File: src/rtl/mult_pkg.sv
// Shared types, defaults and the rotate-priority picker for the multiplier-sharing arbiter.
package mult_pkg;

  localparam int DEF_N_REQ   = 4;
  localparam int DEF_WIDTH   = 32;
  localparam int DEF_MUL_LAT = 2;
  localparam int MAX_REQ     = 32;

  function automatic int tag_w(input int n);
    return (n <= 2) ? 1 : $clog2(n);
  endfunction

  // One-hot pick of the first set bit of elig scanning ptr, ptr+1, ... modulo n.
  function automatic logic [MAX_REQ-1:0] rr_pick(input logic [MAX_REQ-1:0] elig,
                                                 input logic [4:0]         ptr,
                                                 input logic [5:0]         n);
    logic [MAX_REQ-1:0] grant;
    logic               found;
    logic [5:0]         idx;
    grant = '0;
    found = 1'b0;
    for (int k = 0; k < MAX_REQ; k++) begin
      idx = 6'(ptr) + 6'(k);
      if (idx >= n) begin
        idx = idx - n;
      end else begin
        idx = idx;
      end
      if (!found && (6'(k) < n) && elig[idx[4:0]]) begin
        grant[idx[4:0]] = 1'b1;
        found           = 1'b1;
      end else begin
        found = found;
      end
    end
    return grant;
  endfunction

endpackage

File: src/rtl/mult_pipe.sv
// Pipelined unsigned multiplier carrying a requester tag alongside the product.
// pre_valid/pre_tag expose what the final stage will load on the next edge.
module mult_pipe
  import mult_pkg::*;
#(
  parameter int WIDTH   = DEF_WIDTH,
  parameter int MUL_LAT = DEF_MUL_LAT,
  parameter int TAG_W   = 2
) (
  input  logic             clk,
  input  logic             rst,
  input  logic             in_valid,
  input  logic [WIDTH-1:0] a,
  input  logic [WIDTH-1:0] b,
  input  logic [TAG_W-1:0] tag,
  output logic             out_valid,
  output logic [WIDTH-1:0] p,
  output logic [TAG_W-1:0] out_tag,
  output logic             pre_valid,
  output logic [TAG_W-1:0] pre_tag
);

  logic [MUL_LAT-1:0] vld_q, vld_d;
  logic [TAG_W-1:0]   tag_q  [MUL_LAT];
  logic [TAG_W-1:0]   tag_d  [MUL_LAT];
  logic [WIDTH-1:0]   prod_q [MUL_LAT];
  logic [WIDTH-1:0]   prod_d [MUL_LAT];

  // Stage 0 forms the truncated product; later stages just shift.
  always_comb begin
    vld_d[0]  = in_valid;
    tag_d[0]  = tag;
    prod_d[0] = a * b;
    for (int s = 1; s < MUL_LAT; s++) begin
      vld_d[s]  = vld_q[s-1];
      tag_d[s]  = tag_q[s-1];
      prod_d[s] = prod_q[s-1];
    end
  end

  // Valid bits are the only state cleared by reset.
  always_ff @(posedge clk) begin
    if (rst) begin
      vld_q <= '0;
    end else begin
      vld_q <= vld_d;
    end
  end

  // Tag and product payload registers.
  always_ff @(posedge clk) begin
    tag_q  <= tag_d;
    prod_q <= prod_d;
  end

  assign out_valid = vld_q[MUL_LAT-1];
  assign p         = prod_q[MUL_LAT-1];
  assign out_tag   = tag_q[MUL_LAT-1];
  assign pre_valid = vld_d[MUL_LAT-1];
  assign pre_tag   = tag_d[MUL_LAT-1];

endmodule

File: src/rtl/mult_share_arb.sv
// Round-robin sharing of one pipelined multiplier among N_REQ requesters,
// with at most one operation in flight per requester.
module mult_share_arb
  import mult_pkg::*;
#(
  parameter int N_REQ   = DEF_N_REQ,
  parameter int WIDTH   = DEF_WIDTH,
  parameter int MUL_LAT = DEF_MUL_LAT
) (
  input  logic                   clk,
  input  logic                   rst,
  input  logic [N_REQ-1:0]       req_valid,
  output logic [N_REQ-1:0]       req_ready,
  input  logic [N_REQ*WIDTH-1:0] req_a,
  input  logic [N_REQ*WIDTH-1:0] req_b,
  output logic [N_REQ-1:0]       rsp_valid,
  output logic [WIDTH-1:0]       rsp_data,
  output logic [N_REQ-1:0]       busy
);

  localparam int TAG_W = tag_w(N_REQ);

  logic [TAG_W-1:0] ptr_q, ptr_d;
  logic [N_REQ-1:0] busy_q, busy_d;
  logic [N_REQ-1:0] elig_s, grant_s;
  logic             accept_s;
  logic [TAG_W-1:0] gidx_s;
  logic [WIDTH-1:0] a_sel_s, b_sel_s;
  logic             out_valid_s, pre_valid_s;
  logic [TAG_W-1:0] out_tag_s, pre_tag_s;
  logic [WIDTH-1:0] p_s;

  // Grant selection and operand steering for the winning requester.
  always_comb begin
    elig_s  = req_valid & ~busy_q;
    gidx_s  = '0;
    a_sel_s = '0;
    b_sel_s = '0;
    if (rst) begin
      grant_s = '0;
    end else begin
      grant_s = N_REQ'(rr_pick(MAX_REQ'(elig_s), 5'(ptr_q), 6'(N_REQ)));
    end
    accept_s = |grant_s;
    for (int i = 0; i < N_REQ; i++) begin
      a_sel_s = a_sel_s | (req_a[i*WIDTH +: WIDTH] & {WIDTH{grant_s[i]}});
      b_sel_s = b_sel_s | (req_b[i*WIDTH +: WIDTH] & {WIDTH{grant_s[i]}});
      if (grant_s[i]) begin
        gidx_s = TAG_W'(i);
      end else begin
        gidx_s = gidx_s;
      end
    end
  end

  // Busy clears when the response is raised; a same-edge accept of the same requester wins.
  always_comb begin
    busy_d = busy_q;
    ptr_d  = ptr_q;
    for (int i = 0; i < N_REQ; i++) begin
      if (pre_valid_s && (pre_tag_s == TAG_W'(i))) begin
        busy_d[i] = 1'b0;
      end else begin
        busy_d[i] = busy_d[i];
      end
    end
    if (accept_s) begin
      busy_d = busy_d | grant_s;
      ptr_d  = (gidx_s == TAG_W'(N_REQ - 1)) ? '0 : gidx_s + TAG_W'(1);
    end else begin
      ptr_d = ptr_q;
    end
  end

  // Arbiter pointer and busy vector.
  always_ff @(posedge clk) begin
    if (rst) begin
      ptr_q  <= '0;
      busy_q <= '0;
    end else begin
      ptr_q  <= ptr_d;
      busy_q <= busy_d;
    end
  end

  mult_pipe #(
    .WIDTH   (WIDTH),
    .MUL_LAT (MUL_LAT),
    .TAG_W   (TAG_W)
  ) u_pipe (
    .clk       (clk),
    .rst       (rst),
    .in_valid  (accept_s),
    .a         (a_sel_s),
    .b         (b_sel_s),
    .tag       (gidx_s),
    .out_valid (out_valid_s),
    .p         (p_s),
    .out_tag   (out_tag_s),
    .pre_valid (pre_valid_s),
    .pre_tag   (pre_tag_s)
  );

  // Tag decode of the final pipe stage into the one-hot response pulse.
  always_comb begin
    rsp_valid = '0;
    for (int i = 0; i < N_REQ; i++) begin
      if (out_valid_s && (out_tag_s == TAG_W'(i))) begin
        rsp_valid[i] = 1'b1;
      end else begin
        rsp_valid[i] = 1'b0;
      end
    end
    rsp_data = out_valid_s ? p_s : '0;
  end

  assign req_ready = grant_s;
  assign busy      = busy_q;

endmodule
File: config.mk
export PLATFORM = sky130hd
export DESIGN_NAME = mult_share_arb
export DESIGN_NICKNAME = d
export VERILOG_FILES = /design/src/rtl/mult_pkg.sv /design/src/rtl/mult_pipe.sv /design/src/rtl/mult_share_arb.sv
export SDC_FILE = /design/constraint.sdc
export NUM_CORES = 1
export LEC_CHECK = 0
export CORE_AREA = 2 2 198 200
export DETAILED_ROUTE_END_ITERATION = 8
export DIE_AREA = 0 0 200 202
export PLACE_DENSITY = 0.8
export SLEW_MARGIN = 20
export SYNTH_ARGS = -nofsm -noshare
export SYNTH_HDL_FRONTEND = slang
export SYNTH_SLANG_ARGS = --single-unit
File: constraint.sdc
create_clock -name clk -period 12.7 [get_ports clk]
set_clock_uncertainty 0.05 [all_clocks]
set_input_delay 3.175 -clock clk [delete_from_list [all_inputs] [get_ports clk]]
set_output_delay 3.175 -clock clk [all_outputs]
set_load 0.05 [all_outputs]
# Word-level counts from Yosys, hierarchy flattened
# Index checks and enable logic that the tools add are counted.
[word_totals]
regBits = 76
output_inout_bits = 44
[op_classes]
add_sub_neg = 8
mul = 1
n_lt_le_gt_ge = 12
eq_ne = 7
mux = 52
bitwise = 20
n_reduce_logical = 21
[ops]
columns = ["op", "count"]
rows = [
  ["AND 32 bit", 8],
  ["bitwise OR 32 bit", 6],
  ["2-to-1 mux 5 bit", 8],
  ["2-to-1 mux 4 bit", 9],
  ["multiplier 32 x 32 -> 32 bit", 1],
  ["2-to-1 mux 32 bit", 1],
  ["less-than comparator 5 x 6 -> 1 bit (second input constant)", 4],
  ["2-to-1 mux 1 bit", 23],
  ["binary-select mux 1 bit (select 5 bit)", 4],
  ["demux 1 bit (select 5 bit)", 4],
  [">= comparator 5 x 1 -> 1 bit (second input constant)", 4],
  ["bitwise OR 4 bit", 4],
  ["logical AND 1 bit", 15],
  ["subtractor 3 x 3 -> 4 bit (second input constant)", 3],
  ["equality test 2 bit (second input constant)", 5],
  [">= comparator 3 bit (second input constant)", 3],
  ["adder 2 x 2 -> 3 bit (second input constant)", 2],
  ["2-to-1 mux 2 bit", 3],
  ["AND 4 bit", 1],
  ["equality test 2 x 1 -> 1 bit (second input constant)", 2],
  ["zero test 2 bit", 2],
  ["inverter 4 bit", 1],
  ["OR reduction 4 bit", 1],
  ["subtractor 2 x 3 -> 4 bit (second input constant)", 1],
  ["4 further kinds", 6],
]

# Longest topological paths before layout
# Gate-level depths: netlist of the first run.
[depth]
word_depth = 24
mapped_depth = 45
mapped_depth_nobuf = 38

# Hierarchy
# From an unflattened synthesis of the first run, not the netlist that was laid out.
[hier_totals]
hier_cells = 2149
hier_area_um2 = 19623.8
[modules_own_cells]
columns = ["module", "instances", "cells_per_inst", "area_per_inst_um2", "seq_area_each_um2"]
rows = [
  ["mult_pipe", 1, 1798, 17285.3, 1401.3],
  ["mult_share_arb", 1, 351, 2338.5, 120.1],
]

# Least setup slack after synthesis of the first run
# No wires, ideal clock.
[synth_timing]
kind = "input to register"
startpoint = "input port req_valid[0]"
endpoint = "register u_pipe.prod_q, in the netlist u_pipe.prod_d[30]"
t_arrival_ns = 12.596
path_slack_ns = -0.018
stages = 42
path_buffers = 6
path_cell_list = "nor2b_1 mux4_2 buf_6 nand3b_4 a21oi_4 or3_1 clkbuf_1 buf_2 buf_1 nand2_1 and4_1 clkbuf_1 buf_1 nor2_1 fa_1 inv_1 fa_1 inv_1 [6 not listed] fa_1 inv_1 fa_1 inv_1 ha_1 a21o_1 a21oi_1 o21ai_0 a21oi_1 o311ai_0 o31ai_1 o2111ai_1 a31o_2 a21oi_1 o21ai_0 a41o_1 a21oi_1 xnor2_1"
[synth_rtl]
columns = ["item", "line", "source"]
rows = [
  ["start, declared", "mult_share_arb.sv:12", "input logic [N_REQ-1:0] req_valid,"],
  ["end signal, assigned", "mult_pipe.sv:53", "prod_q <= prod_d;"],
  ["end, declared", "mult_pipe.sv:26", "logic [WIDTH-1:0] prod_q [MUL_LAT];"],
]

==> results of run 1 <==
## registers in the layout (all words and copies together), names as in the netlist
register,cells
u_pipe.out_tag,2
u_pipe.vld_q,2
ptr_q,2
u_pipe.pre_tag,2
busy,4
u_pipe.prod_d,32
u_pipe.p,32
## worst register-to-register path, delay by kind of cell (launching register included)
kind / cells / cell delay (ns)
flip-flops: 1 / 0.60
AND/OR/NAND/NOR: 2 / 0.55
AO/OA/AOI/OAI: 5 / 0.90
adder cells (fa/ha/maj): 9 / 4.38
XOR/XNOR: 10 / 2.04
buffers and inverters: 12 / 1.50
## cell usage after synthesis, types with 25 or more instances
| library cell | number |
|---|---|
| nand2b_1 | 49 |
| nor2_1 | 306 |
| dfxtp_1 | 76 |
| o31ai_1 | 25 |
| a21oi_1 | 35 |
| clkbuf_1 | 85 |
| or2_2 | 92 |
| inv_1 | 446 |
| xnor2_1 | 58 |
| ha_1 | 131 |
| and2_1 | 48 |
| a222oi_1 | 44 |
| fa_1 | 408 |
| nand2_1 | 171 |
## area by class of cell
type / instances / area, um^2 / area share
Inverter: 449 / 1690 / 0.0645
Tap cell: 518 / 648 / 0.0248
Clock inverter: 7 / 76.3 / 0.00292
Timing Repair Buffer: 615 / 5740 / 0.220
Multi-Input combinational cell: 1580 / 16200 / 0.621
Clock buffer: 9 / 225 / 0.00862
Antenna cell: 6 / 15.0 / 0.000575
Sequential cell: 76 / 1520 / 0.0582
## path summary, 6_finish.rpt
path                                                 from                   endpoint  slack (ns)  depth (start not counted)
worst max-delay path                         req_valid[3]  u_pipe.prod_d[31]$_DFF_P_        0.24                         36
worst max register to register      ptr_q[0]$_SDFFE_PP0N_  u_pipe.prod_d[31]$_DFF_P_        2.53                         38
worst min-delay path            u_pipe.prod_d[21]$_DFF_P_       u_pipe.p[21]$_DFF_P_        0.28                          0
worst min register to register  u_pipe.prod_d[21]$_DFF_P_       u_pipe.p[21]$_DFF_P_        0.28                          0
## metrics by stage
| step | hold WS [ns] | setup WS, ns | cells | instance area, um^2 | setup TNS (ns) |
|---|---|---|---|---|---|
| 6_report | 0.276 | 0.240 | 3260 | 26100 | 0 |
| 5_1_grt | 0.282 | -0.0658 | 3258 | 26100 | -0.146 |
| 4_1_cts | 0.277 | 0.0299 | 3241 | 25600 | 0 |
| 3_5_place_dp | 0.262 | -0.821 | 3223 | 25200 | -3.62 |
| 3_3_place_gp | 0.260 | -0.706 | 3223 | 25200 | -2.45 |
| 2_1_floorplan | 0.260 | 0.00167 | 2216 | 19600 | 0 |
## metal layers
metal,vias up,GRT usage,routed length [um]
li1,7827,-,-
met1,8878,0.451,26900
met2,902,0.628,35000
met3,233,0.0733,5790
met4,4,0.196,4790
met5,-,0,31
## cell usage in the layout, fill, tap and decap left out, types with 56 or more instances in the layout
master             n
nor2_1           306
or2_2             90
nand2_1          170
dfxtp_1           76
ha_1             129
inv_1            446
buf_4            271
fa_1             405
clkdlybuf4s50_1  304
xnor2_1           56
## kinds of logic (layout without fill, tap and decap cells)
group,count (synthesis),count (layout),synth area share
other cells,0,6,0
simple gates,739,739,0.179
fa+ha+maj,539,539,0.501
buf+inv,560,1080,0.111
mux,3,3,0.00345
xor+xnor,79,79,0.0410
compound gates,220,220,0.0875
flops,76,76,0.0777
## timing repair
| action | CTS | global route |
|---|---|---|
| setup buffers | 2 | 16 |
| endpoints found under the setup margin | 5 | 5 |
| cloned | 0 | 1 |
| gates resized for setup | 22 | 77 |
| pin swaps | 4 | 35 |
==> reports/results.tsv, run 1 <==
stage	metric	value	unit
timing	final hold vios	0	
clock_network	CTS tree	yes	
floorplan	CORE AREA	38300	um^2
clock_network	clock-pin slew on the worst setup and hold paths	0.07	ns
yosys	Yosys top cell area share	0.417	
route	DRC viols	0	
yosys	Syn Nets	3017	
worst_setup_path	Setup CP Type	in2reg	
route	routed vias	17800	
worst_setup_path	CP endpoint kind	flop	
yosys	register area share after synthesis	0.0777	
worst_setup_path	CP max stage delay	0.59	ns
finish	layout cells sized above 1	0.179	
timing	Max Freq	0.0803	GHz
clock_network	Num CTS Buffers	9	
floorplan	die height	202	um
worst_setup_path	crit start category	input pin	
yosys	synth unique cells	66	
floorplan	cell row count	72	
yosys	Synth Cell Area	19600	um^2
floorplan	die area	40400	um^2
placement	Final GP Congestion	0.988	
finish	filler instances	3041	
route	average wire per standard cell	22.2	um
yosys	Post-synth top flop	dfxtp_1	
clock_network	H-tree Lvls	3	
yosys	flops & latches, synth	76	
yosys	Mean Syn Cell Area	8.84	um^2
route	via/cell ratio	5.47	
yosys	asr flop ratio synth	0	
worst_setup_path	Most Frequent Cell on Critical Path	fa_1	
route	sum of routed wire length over all layers	72400	um
timing	slew margin rel.	0.564	
global_routing	first-pass GRT wire length	111000	um
finish	Final nets	3532	
floorplan	I/O pin count	306	
clock_network	count of hold-fix buffers inserted at cts	0	
clock_network	Clock Tree Buf Depth	2	
finish	post-layout util	0.682	
clock_network	Root Driver	clkbuf_16	
timing	setup violators final	0	
worst_hold_path	hold crit path type	reg2reg	
worst_setup_path	Buf/Inv on CP	10	
worst_setup_path	Crit path arrival time	12.66	ns
route	Routed Antenna Nets	0	
flow_run	max-cap viol count	0	
timing	Final Critical Period	12.46	ns
timing	final worst path period share	0.981	
worst_setup_path	cell family with most CP delay	adder cells	
yosys	post-synth top area cell	fa_1	
yosys	Post-synth EDFFs	0	
floorplan	starting density of the core	0.511	
timing	Max Slew Vio Count	0	
timing	Worst Tran Pin Value	0.653	ns
yosys	Synth warnings	0	
global_routing	largest net degree at the start of global routing	28	
finish	Layout area overhead	33.4	%
worst_setup_path	CP required	12.90	ns
global_routing	vias in the first global route	19700	
yosys	synthesized netlist cell count	2216	
floorplan	Die Wd	200	um
clock_network	clk sinks	76	
global_routing	total gr overflow	0	
global_routing	Tot GR Track Use	0.373	
global_routing	initial antenna violation count	7	
outcome	status	finished clean	
placement	Buffers on Ports	305	
yosys	Synth area leaders	fa_1 42%, inv_1 8.6%, ha_1 8.4%, dfxtp_1 7.8%, nor2_1 5.9%	
placement	detailed placer's ending HPWL	61600	um
route	number of detailed-route iterations in the first pass	6	
clock_network	Clock Latency Late Sink	0.37	ns
route	Initial DRC Count	1478	
worst_setup_path	CP Max Fanout	10	
worst_setup_path	slowest CP cell	mux4_2	
Power of run 1 is not shown: default switching activity piles up to over one toggle a cycle in this logic, so the estimate is an artifact.
==> run 2, diff against run 1 <==
Settings changed: CAP_MARGIN set to 20.
==> results of run 2 <==
The final DEF is identical to that of run 1; final timing and power are the same.
Power of run 2 is left out for the same reason.
